[config.mk]
export PLATFORM = sky130hd
export DESIGN_NAME = carry_select_subtractor_pipe_32bits
export DESIGN_NICKNAME = d
export VERILOG_FILES = /design/src/rtl/carry_select_subtractor_pipe_32bits.sv
export SDC_FILE = /design/constraint.sdc
export NUM_CORES = 1
export LEC_CHECK = 0
export ABC_AREA = 1
export BUFFER_PORTS_ARGS = -buffer_cell sky130_fd_sc_hd__buf_2
export CAP_MARGIN = 20
export CORE_MARGIN = 5
export CORE_UTILIZATION = 55
export DETAILED_ROUTE_END_ITERATION = 8
export PLACE_DENSITY = 0.75
export RECOVER_POWER = 50
export SLEW_MARGIN = 20
export SYNTH_ARGS = -nofsm -noshare
export SYNTH_HDL_FRONTEND = slang
export SYNTH_SLANG_ARGS = --single-unit
[constraint.sdc]
create_clock -name clk -period 4.9 [get_ports clk]
set_input_delay 0.245 -clock clk [delete_from_list [all_inputs] [get_ports clk]]
set_output_delay 0.245 -clock clk [all_outputs]
set_load 0.03 [all_outputs]
[src/rtl/carry_select_subtractor_pipe_32bits.sv]
// 32-bit five-stage carry-select subtractor, D = A - B - Bin, valid/ready on both sides.
// Optional macro CSS_OVERFLOW_FLAG_EN adds the signed-overflow output OVF.
module carry_select_subtractor_pipe_32bits #(
    parameter int WIDTH = 32,
    parameter int BLOCK_AMOUNT = 5,
    parameter int BLOCKS [0:4] = '{5, 11, 17, 24, 32}
) (
    input  logic             clk,
    input  logic             rst,
    input  logic             in_valid,
    output logic             in_ready,
    input  logic [WIDTH-1:0] A,
    input  logic [WIDTH-1:0] B,
    input  logic             Bin,
    output logic             out_valid,
    input  logic             out_ready,
    output logic [WIDTH-1:0] D,
`ifdef CSS_OVERFLOW_FLAG_EN
    output logic             OVF,
`endif
    output logic             Bout
);

    localparam int B0 = BLOCKS[0];
    localparam int B1 = BLOCKS[1];
    localparam int B2 = BLOCKS[2];
    localparam int B3 = BLOCKS[3];
    localparam int B4 = BLOCKS[BLOCK_AMOUNT-1];
    localparam int W1 = B1 - B0;
    localparam int W2 = B2 - B1;
    localparam int W3 = B3 - B2;
    localparam int W4 = B4 - B3;

    logic adv;

    logic             v0, c0;
    logic [B0-1:0]    d0;
    logic [WIDTH-1:B0] a0, nb0;
    logic             v1, c1;
    logic [B1-1:0]    d1;
    logic [WIDTH-1:B1] a1, nb1;
    logic             v2, c2;
    logic [B2-1:0]    d2;
    logic [WIDTH-1:B2] a2, nb2;
    logic             v3, c3;
    logic [B3-1:0]    d3;
    logic [WIDTH-1:B3] a3, nb3;
    logic             v4, bo4;
    logic [B4-1:0]    d4;

    logic [B0:0] s0;
    logic [W1:0] s1_c0, s1_c1, s1;
    logic [W2:0] s2_c0, s2_c1, s2;
    logic [W3:0] s3_c0, s3_c1, s3;
    logic [W4:0] s4_c0, s4_c1, s4;

    // The whole pipe moves as one; a held result blocks everything behind it.
    assign adv       = !v4 || out_ready;
    assign in_ready  = adv;
    assign out_valid = v4;
    assign D         = d4;
    assign Bout      = bo4;

    // Block 0 ripples directly; subtraction is A + ~B + !Bin.
    assign s0 = {1'b0, A[B0-1:0]} + {1'b0, ~B[B0-1:0]}
              + {{B0{1'b0}}, ~Bin};

    // Upper blocks: both carry hypotheses, picked by the previous stage's carry.
    assign s1_c0 = {1'b0, a0[B1-1:B0]} + {1'b0, nb0[B1-1:B0]};
    assign s1_c1 = {1'b0, a0[B1-1:B0]} + {1'b0, nb0[B1-1:B0]}
                 + {{W1{1'b0}}, 1'b1};
    assign s1    = c0 ? s1_c1 : s1_c0;

    assign s2_c0 = {1'b0, a1[B2-1:B1]} + {1'b0, nb1[B2-1:B1]};
    assign s2_c1 = {1'b0, a1[B2-1:B1]} + {1'b0, nb1[B2-1:B1]}
                 + {{W2{1'b0}}, 1'b1};
    assign s2    = c1 ? s2_c1 : s2_c0;

    assign s3_c0 = {1'b0, a2[B3-1:B2]} + {1'b0, nb2[B3-1:B2]};
    assign s3_c1 = {1'b0, a2[B3-1:B2]} + {1'b0, nb2[B3-1:B2]}
                 + {{W3{1'b0}}, 1'b1};
    assign s3    = c2 ? s3_c1 : s3_c0;

    assign s4_c0 = {1'b0, a3[B4-1:B3]} + {1'b0, nb3[B4-1:B3]};
    assign s4_c1 = {1'b0, a3[B4-1:B3]} + {1'b0, nb3[B4-1:B3]}
                 + {{W4{1'b0}}, 1'b1};
    assign s4    = c3 ? s4_c1 : s4_c0;

    // Stage 0: capture block 0 result and the untouched upper operand slices.
    always_ff @(posedge clk) begin
        if (rst) begin
            v0  <= 1'b0;
            c0  <= 1'b0;
            d0  <= '0;
            a0  <= '0;
            nb0 <= '0;
        end else if (adv) begin
            v0  <= in_valid;
            c0  <= s0[B0];
            d0  <= s0[B0-1:0];
            a0  <= A[WIDTH-1:B0];
            nb0 <= ~B[WIDTH-1:B0];
        end
    end

    // Stage 1: append block 1 to the partial difference.
    always_ff @(posedge clk) begin
        if (rst) begin
            v1  <= 1'b0;
            c1  <= 1'b0;
            d1  <= '0;
            a1  <= '0;
            nb1 <= '0;
        end else if (adv) begin
            v1  <= v0;
            c1  <= s1[W1];
            d1  <= {s1[W1-1:0], d0};
            a1  <= a0[WIDTH-1:B1];
            nb1 <= nb0[WIDTH-1:B1];
        end
    end

    // Stage 2: append block 2.
    always_ff @(posedge clk) begin
        if (rst) begin
            v2  <= 1'b0;
            c2  <= 1'b0;
            d2  <= '0;
            a2  <= '0;
            nb2 <= '0;
        end else if (adv) begin
            v2  <= v1;
            c2  <= s2[W2];
            d2  <= {s2[W2-1:0], d1};
            a2  <= a1[WIDTH-1:B2];
            nb2 <= nb1[WIDTH-1:B2];
        end
    end

    // Stage 3: append block 3; the top slice keeps the operand sign bits.
    always_ff @(posedge clk) begin
        if (rst) begin
            v3  <= 1'b0;
            c3  <= 1'b0;
            d3  <= '0;
            a3  <= '0;
            nb3 <= '0;
        end else if (adv) begin
            v3  <= v2;
            c3  <= s3[W3];
            d3  <= {s3[W3-1:0], d2};
            a3  <= a2[WIDTH-1:B3];
            nb3 <= nb2[WIDTH-1:B3];
        end
    end

    // Stage 4: final block; borrow is the inverted carry so reset reads 0.
    always_ff @(posedge clk) begin
        if (rst) begin
            v4  <= 1'b0;
            bo4 <= 1'b0;
            d4  <= '0;
        end else if (adv) begin
            v4  <= v3;
            bo4 <= ~s4[W4];
            d4  <= {s4[W4-1:0], d3};
        end
    end

`ifdef CSS_OVERFLOW_FLAG_EN
    logic ovf4;
    assign OVF = ovf4;

    // Signs differ when A's sign equals ~B's sign; overflow if D's sign flips from A.
    always_ff @(posedge clk) begin
        if (rst) begin
            ovf4 <= 1'b0;
        end else if (adv) begin
            ovf4 <= (a3[WIDTH-1] == nb3[WIDTH-1])
                 && (s4[W4-1] != a3[WIDTH-1]);
        end
    end
`endif

endmodule

==> summary.txt, run 1 <==
Outcome
  • Failing checks: capacitance limit, slew limit
  • Run status: finished, violations left

Placed design
  • Port Buffers: around 100
  • Hpwl dp: 12310 um
  • Dpl cells: 1558
  • Routability cong.: 0.7885
  • DP Area: around 11000 um2

Setup path
  • Req. time, crit path: 5.32 ns
  • Crit Path Max Fanout: 112
  • Critical path type: in -> reg
  • Crit path DAT: 3.61 ns
  • Critical path endpoint category: register
  • Startpoint Class: primary input

Worst hold path
  • Hold Path Class: in -> reg

Detailed routing
  • Post-DRT Antenna Nets: 0
  • Pre-antenna DRT Iters: 5
  • Iter 0 DRT Violations: 470
  • Residual DRC: 0
  • Final Routed Wirelength: ~20000 um
  • Vias post-DR: between 8k and 9k
  • Via-to-Cell Ratio: 5.012
  • Wirelength per Cell: 12.11 um

Clock tree
  • H-tree depth: 1
  • CTS clock-pin slew for the worst setup and hold paths: 0.06 ns
  • Clk Latency, worst-skew pair: 0.50 ns
  • Clk buf depth: 3
  • Inserted Clock Buffers: 24
  • Post-CTS Setup Inserts: 0
  • TritonCTS clock tree: yes
  • Root cell of the clock tree: clkbuf_16
  • Resized cells post-CTS: 0
  • CTS Sinks: 241

Cells and area
  • Post-route standard cell area excluding fillers: between 10000 and 15000 um2
  • Fin nets: 1509
  • Post-Layout Cell Count: 1645
  • Layout overhead on the synthesized area: 16.99%
  • Layout cell share with drive strength beyond 1: ~9%
  • Diode count: 0
  • Fill count: 1561

STA
  • Fin crit share: 65.10%
  • Worst-Margin Slew: 1.916 ns
  • Setup TNS: 0 ns
  • Post-route minimum period: 3.190 ns
  • WHS: 0.0008151 ns
  • Maximum clock rate: 0.3135 GHz
  • Slew Limit Headroom: -27.70%
  • Final Hold Fails: 0
  • Final Skew: approximately 0.0073 ns
  • Setup Viol. Count Final: 0
  • Fin. max-slew vios: 148
  • RSZ-0062 raised after global routing: no

Synthesis
  • Count of different cell masters after synthesis: 32
  • #FFs+latches synth: 241
  • Syn Area/Cell: 7.667 um2
  • Synthesized net count: 1409
  • Cell area after synthesis: ~10000 um2
  • Ys Warns: 0
  • Synth async-reset ratio: 0%
  • Mapped Cells: 1299
  • Primary FF master, synth: dfxtp_1
  • Number of synthesized flops with an enable pin: 0
  • Sequential area share after synthesis: 48.44%

Global routing
  • Number of global-route vias before repair: 7198
  • Initial antenna violation count: 0
  • First-pass GRT wire length: 33780 um
  • Largest net degree at the start of global routing: approximately 140
  • Total Routing Usage GR: between 10% and 20%
  • Overflow after GRT: 0

Flow run
  • Max Cap Viol: 2

Floorplanning
  • Die Y: 144.6 um
  • Starting Density: between 50% and 60%
  • Boundary Pins: 104
  • Core ar.: 17900 um2
  • Std cell rows: 49
  • Die area: 20900 um2
  • Die width: between 100 and 150 um

Power
  • Sequential Power Share: approximately 50%
  • Pwr Density: 364.8 nW/um2
  • Clk pwr share: 41.6%
  • Sw frac: 23.50%
  • Combinational Power Share: around 8.3%
  • Internal cell power: ~0.0033 W
  • P_sw: 0.0009989 W
  • VDD IR max: about 390 uV
  • Post-layout power: 0.004250 W
  • Static leakage: 5.666 nW
worst max-delay path, cell delays in order:
cell and delay [ns]:
dlygate4sd3_1 0.55, clkbuf_1 0.16, inv_4 0.64, clkbuf_1 1.44, o21ai_0 0.30, a31oi_1 0.23
layout make-up:
type | count | area [um2] | area share, %
Sequential cell | 241 | 4825 | 41.41
Multi-Input combinational cell | 911 | 4552 | 39.07
Timing Repair Buffer | 153 | 949.7 | 8.151
Clock buffer | 31 | 678.2 | 5.820
Tap cell | 229 | 286.5 | 2.459
Inverter | 68 | 265.3 | 2.277
Clock inverter | 12 | 95.09 | 0.8161
metal layers:
| layer | part of all wire (%) | routed length [um] | global-route usage [%] |
|---|---|---|---|
| met4 | 1.4 | 284 | 3.878 |
| met2 | 44 | 8782 | 29.55 |
| met1 | 50 | 9924 | 28.17 |
| met3 | 4.7 | 936 | 3.142 |
| met5 | 0 | 0 | 0 |
cell usage after synthesis, types with 10 or more instances:
cell type	count	area (um2)
buf_2	12	60.06
nand2_1	96	360.4
o21ai_0	240	1201
xnor2_1	19	166.4
ha_1	35	437.9
dfxtp_1	241	4825
nand4_1	10	62.56
clkbuf_1	65	244.0
a21oi_1	73	365.4
nand3_1	33	165.2
inv_1	67	251.5
nor2_1	363	1363
layout by cell type (no fill, tap or decap), drive strengths merged, types with 2 or more instances in the layout:
master       netlist  final
a21oi             73     73
a31oi              4      4
buf               14     71
clkbuf            65     69
clkinv             0     10
dfxtp            241    241
dlygate4sd3        0     44
fa                 6      6
ha                35     35
inv               68     68
mux2i              2      2
nand2             97     97
nand3             35     35
nand3b             4      4
nand4             10     10
nor2             367    367
o21ai            240    240
o21bai             2      2
or2                3      3
xnor2             19     19
xor2              10     10
registers in the layout, indices dropped and copies added, names as in the netlist, 5 cells and up:
signal / cells
nb3: 8
nb1: 21
a3: 8
d1: 11
d3: 24
nb2: 15
nb0: 27
D: 32
a0: 27
a2: 15
a1: 21
d0: 5
d2: 17
path summary, 6_finish.rpt:
path | start | to | slack [ns] | cells after the start
setup reg to reg | out_valid$_SDFFE_PP0P_ | nb0[7]$_SDFFE_PP0P_ | 2.08 | 6
setup / recovery | rst | d3[23]$_SDFFE_PP0P_ | 1.71 | 6
hold reg to reg | v3$_SDFFE_PP0P_ | v3$_SDFFE_PP0P_ | 0.47 | 2
hold / removal | A[28] | a0[28]$_SDFFE_PP0P_ | 0.0008 | 3
timing repair:
item / CTS / global route
hold buffers: 44 / 0
endpoints found under the hold margin: 45 / 0
setup endpoints to repair: 0 / 0
stage by stage:
step | setup WS (ns) | utilization [%]
6_report | 1.710 | 65.08
5_1_grt | 1.299 | 65.08
4_1_cts | 2.529 | 65.48
3_5_place_dp | 2.531 | 58.70
3_3_place_gp | 2.605 | 58.70
2_1_floorplan | 2.907 | -
cells by family (layout without fill, tap and decap cells):
| kind of cell | count (synthesis) | in the layout | synth area share (%) |
|---|---|---|---|
| AO/OA/AOI/OAI | 322 | 322 | 16.37 |
| multiplexers | 2 | 2 | 0.2010 |
| buffers and inverters | 147 | 264 | 5.729 |
| AND/OR/NAND/NOR | 517 | 517 | 20.77 |
| adder cells (fa/ha/maj) | 41 | 41 | 5.603 |
| flip-flops | 241 | 241 | 48.44 |
| XOR/XNOR | 29 | 29 | 2.889 |
power groups by stage:
stage	Clock [W]	Sequential [W]	Combinational [W]
5_1_grt	0.00189	0.00214	0.000407
3_3_place_gp	0	0.00217	0.000320
4_1_cts	0.00181	0.00213	0.000359
3_5_place_dp	0	0.00217	0.000330
2_1_floorplan	0	0.00217	0.000225
6_report	0.00177	0.00213	0.000354
Note: power is estimated with default switching activity, not from simulation.
==> run 2, diff against run 1 <==
clock period = 3.1 ns   (was 4.9 ns; I/O delays follow)
==> summary.txt, run 2 (synthesis gave the netlist of run 1 again) <==
Outcome
  • Run status: complete, no violations

Clock tree
  • H-tree depth: 1 (unchanged)
  • TritonCTS clock tree: yes
  • Root cell of the clock tree: clkbuf_16
  • Post-CTS Setup Inserts: 0 (unchanged)
  • Clk buf depth: 3 (unchanged)
  • Inserted Clock Buffers: 25 (+4.2%)
  • CTS Hold Bufs: 59 (+34%)
  • Clk Latency, worst-skew pair: 0.51 ns (about the same)
  • CTS clock-pin slew for the worst setup and hold paths: 0.06 ns (about the same)
  • CTS Sinks: 241 (unchanged)
  • Resized cells post-CTS: 0 (unchanged)

Cells and area
  • Layout cell share with drive strength beyond 1: 8.799% (-0.17 points)
  • Diode count: 0 (unchanged)
  • Commonest non-fill, non-tap cells in the layout: 363 x nor2_1, 241 x dfxtp_1, 240 x o21ai_0
  • Layout overhead on the synthesized area: 18.66%
  • Fin nets: 1528 (+1.3%)
  • Number of flip-flops under the largest register name: 32 (unchanged)
  • Post-Layout Cell Count: 1661 (+0.97%)
  • Commonest non-fill, non-tap cell in the layout: nor2_1

Floorplanning
  • Std cell rows: 49 (unchanged)
  • Die width: 144.6 um (unchanged)
  • Die area: 20900 um2 (unchanged)
  • Core ar.: 17900 um2 (unchanged)
  • Die Y: 144.6 um (unchanged)
  • Starting Density: 55.63% (unchanged)
  • Boundary Pins: 104 (unchanged)

Setup path
  • Req. time, crit path: 3.45 ns (-1.87 ns)
  • Reg2reg end: nb0[23]$_SDFFE_PP0P_
  • Crit Path Max Fanout: 79 (-29%)
  • R2r setup slk: 0.57 ns (-1.51 ns)
  • Reg2reg path depth: 6 (unchanged)
  • Startpoint Class: register
  • Critical path type: reg -> reg
  • RR Startpoint: out_valid$_SDFFE_PP0P_
  • Critical path endpoint category: register
  • Crit path DAT: 2.88 ns (-0.73 ns)

Global routing
  • Number of global-route vias before repair: 7800 (+8.4%)
  • First-pass GRT wire length: 35480 um (+5.0%)
  • Overflow after GRT: 0 (unchanged)
  • Initial antenna violation count: 0 (unchanged)
  • Total Routing Usage GR: 19.97% (+0.94 points)
  • Largest net degree at the start of global routing: 184 (+29%)

STA
  • Maximum clock rate: 0.3955 GHz
  • Fin. max-slew vios: 0 (-100%)
  • Final Skew: 0.007429 ns (+0.0001604 ns)
  • Worst-Margin Slew: 1.153 ns (-0.7628 ns)
  • Fin crit share: 81.57%
  • Setup Viol. Count Final: 0 (unchanged)
  • Post-route minimum period: 2.529 ns
  • RSZ-0062 raised after global routing: no
  • Setup TNS: 0 ns (unchanged)
  • Slew Limit Headroom: 23.15% (+51 points)
  • Final Hold Fails: 0 (unchanged)

Worst hold path
  • Min-delay src: A[1]
  • Hold Path Class: in -> reg
  • Worst hold endpoint: d0[1]$_SDFFE_PP0P_
  • Hold Crit Depth: 4 (+1)

Placed design
  • Dpl cells: 1561 (+0.19%)
  • Hpwl dp: 12770 um (+3.7%)
  • Routability cong.: 0.8407 (+6.6%)
  • Port Buffers: 103 (unchanged)

Flow run
  • Max Cap Viol: 0 (-2)

Detailed routing
  • Vias post-DR: 8430 (+2.2%)
  • Final Routed Wirelength: 20920 um (+5.0%)
  • Post-DRT Antenna Nets: 0 (unchanged)
  • Via-to-Cell Ratio: 5.075 (+1.3%)
  • Pre-antenna DRT Iters: 8 (+3)
  • Residual DRC: 0 (unchanged)
  • Wirelength per Cell: 12.60 um (+4.0%)
  • Iter 0 DRT Violations: 473 (+0.64%)

Power
  • VDD IR max: 453.7 uV (+15%)
  • Pwr Density: 559.2 nW/um2 (+53%)
  • Static leakage: 5.717 nW (+0.90%)
==> run 2: changes by cell type in the layout (fill, tap and decap cells not counted), moves of 2 or more <==
cell           previous run  this run
clkbuf_1                 40        44
clkinv_4                  2         0
buf_12                    0         3
dlygate4sd3_1            44        59
clkinv_2                  8         4
==> run 2: per-layer routing <==
metal,track usage [%],share of wire [%],up-vias
li1,-,-,4470
met1,27.16,47,3759
met2,32.65,46,162
met3,3.274,4.4,39
met4,6.382,2.4,0
met5,0,0,-
==> run 2: critical path, stage by stage (launching register included) <==
cell and delay (ns):
dfxtp_1 0.35, inv_1 0.05, nor2_1 0.42, inv_8 0.27
clkbuf_2 0.70, o21ai_0 0.46, a21oi_1 0.09
==> run 2: final cells by class <==
type | count | area, um2
clock inverter | 6 | 35.03
tap | 229 | 286.5
inverter | 68 | 262.8
sequential | 241 | 4825
multi-input combinational | 911 | 4564
clock buffer | 35 | 683.2
timing repair buffer | 171 | 1161
fill | 1558 | 6085
==> run 2: stage by stage <==
| step | power [W] | util [%] | instance area, um2 | hold WS (ns) | worst slack (ns) |
|---|---|---|---|---|---|
| finish | 0.006608 | 66.01 | 11820 | 0.1021 | 0.5713 |
| global route | 0.006895 | 66.01 | 11820 | 0.1529 | 0.4318 |
| CTS | 0.006661 | 66.42 | 11890 | 0.08032 | 0.9752 |
| detailed placement | 0.003955 | 59.11 | 10580 | 0.3314 | 0.9790 |
| global placement | 0.003937 | 59.11 | 10580 | 0.3284 | 1.000 |
| floorplan | 0.003793 | - | 9960 | 0.2241 | 1.107 |
==> run 2: report_power, final <==
group	switching (W)	total, W	internal, W
Sequential	0.0000889	0.00336	0.00327
Clock	0.00114	0.00266	0.00152
Combinational	0.000332	0.000586	0.000254
Total	0.00156	0.00661	0.00505
==> run 2: how the worst max path moves through the flow <==
stage | start | end | slack, ns | depth (start not counted)
floorplan | a3[24]$_SDFFE_PP0P_ | Bout$_SDFFE_PP0P_ | 1.11 | 12
global placement | a3[24]$_SDFFE_PP0P_ | Bout$_SDFFE_PP0P_ | 1.00 | 12
detailed placement | a3[24]$_SDFFE_PP0P_ | Bout$_SDFFE_PP0P_ | 0.98 | 12
CTS | a3[24]$_SDFFE_PP0P_ | Bout$_SDFFE_PP0P_ | 0.98 | 12
global route | out_valid$_SDFFE_PP0P_ | nb0[15]$_SDFFE_PP0P_ | 0.43 | 6
finish | out_valid$_SDFFE_PP0P_ | nb0[23]$_SDFFE_PP0P_ | 0.57 | 6
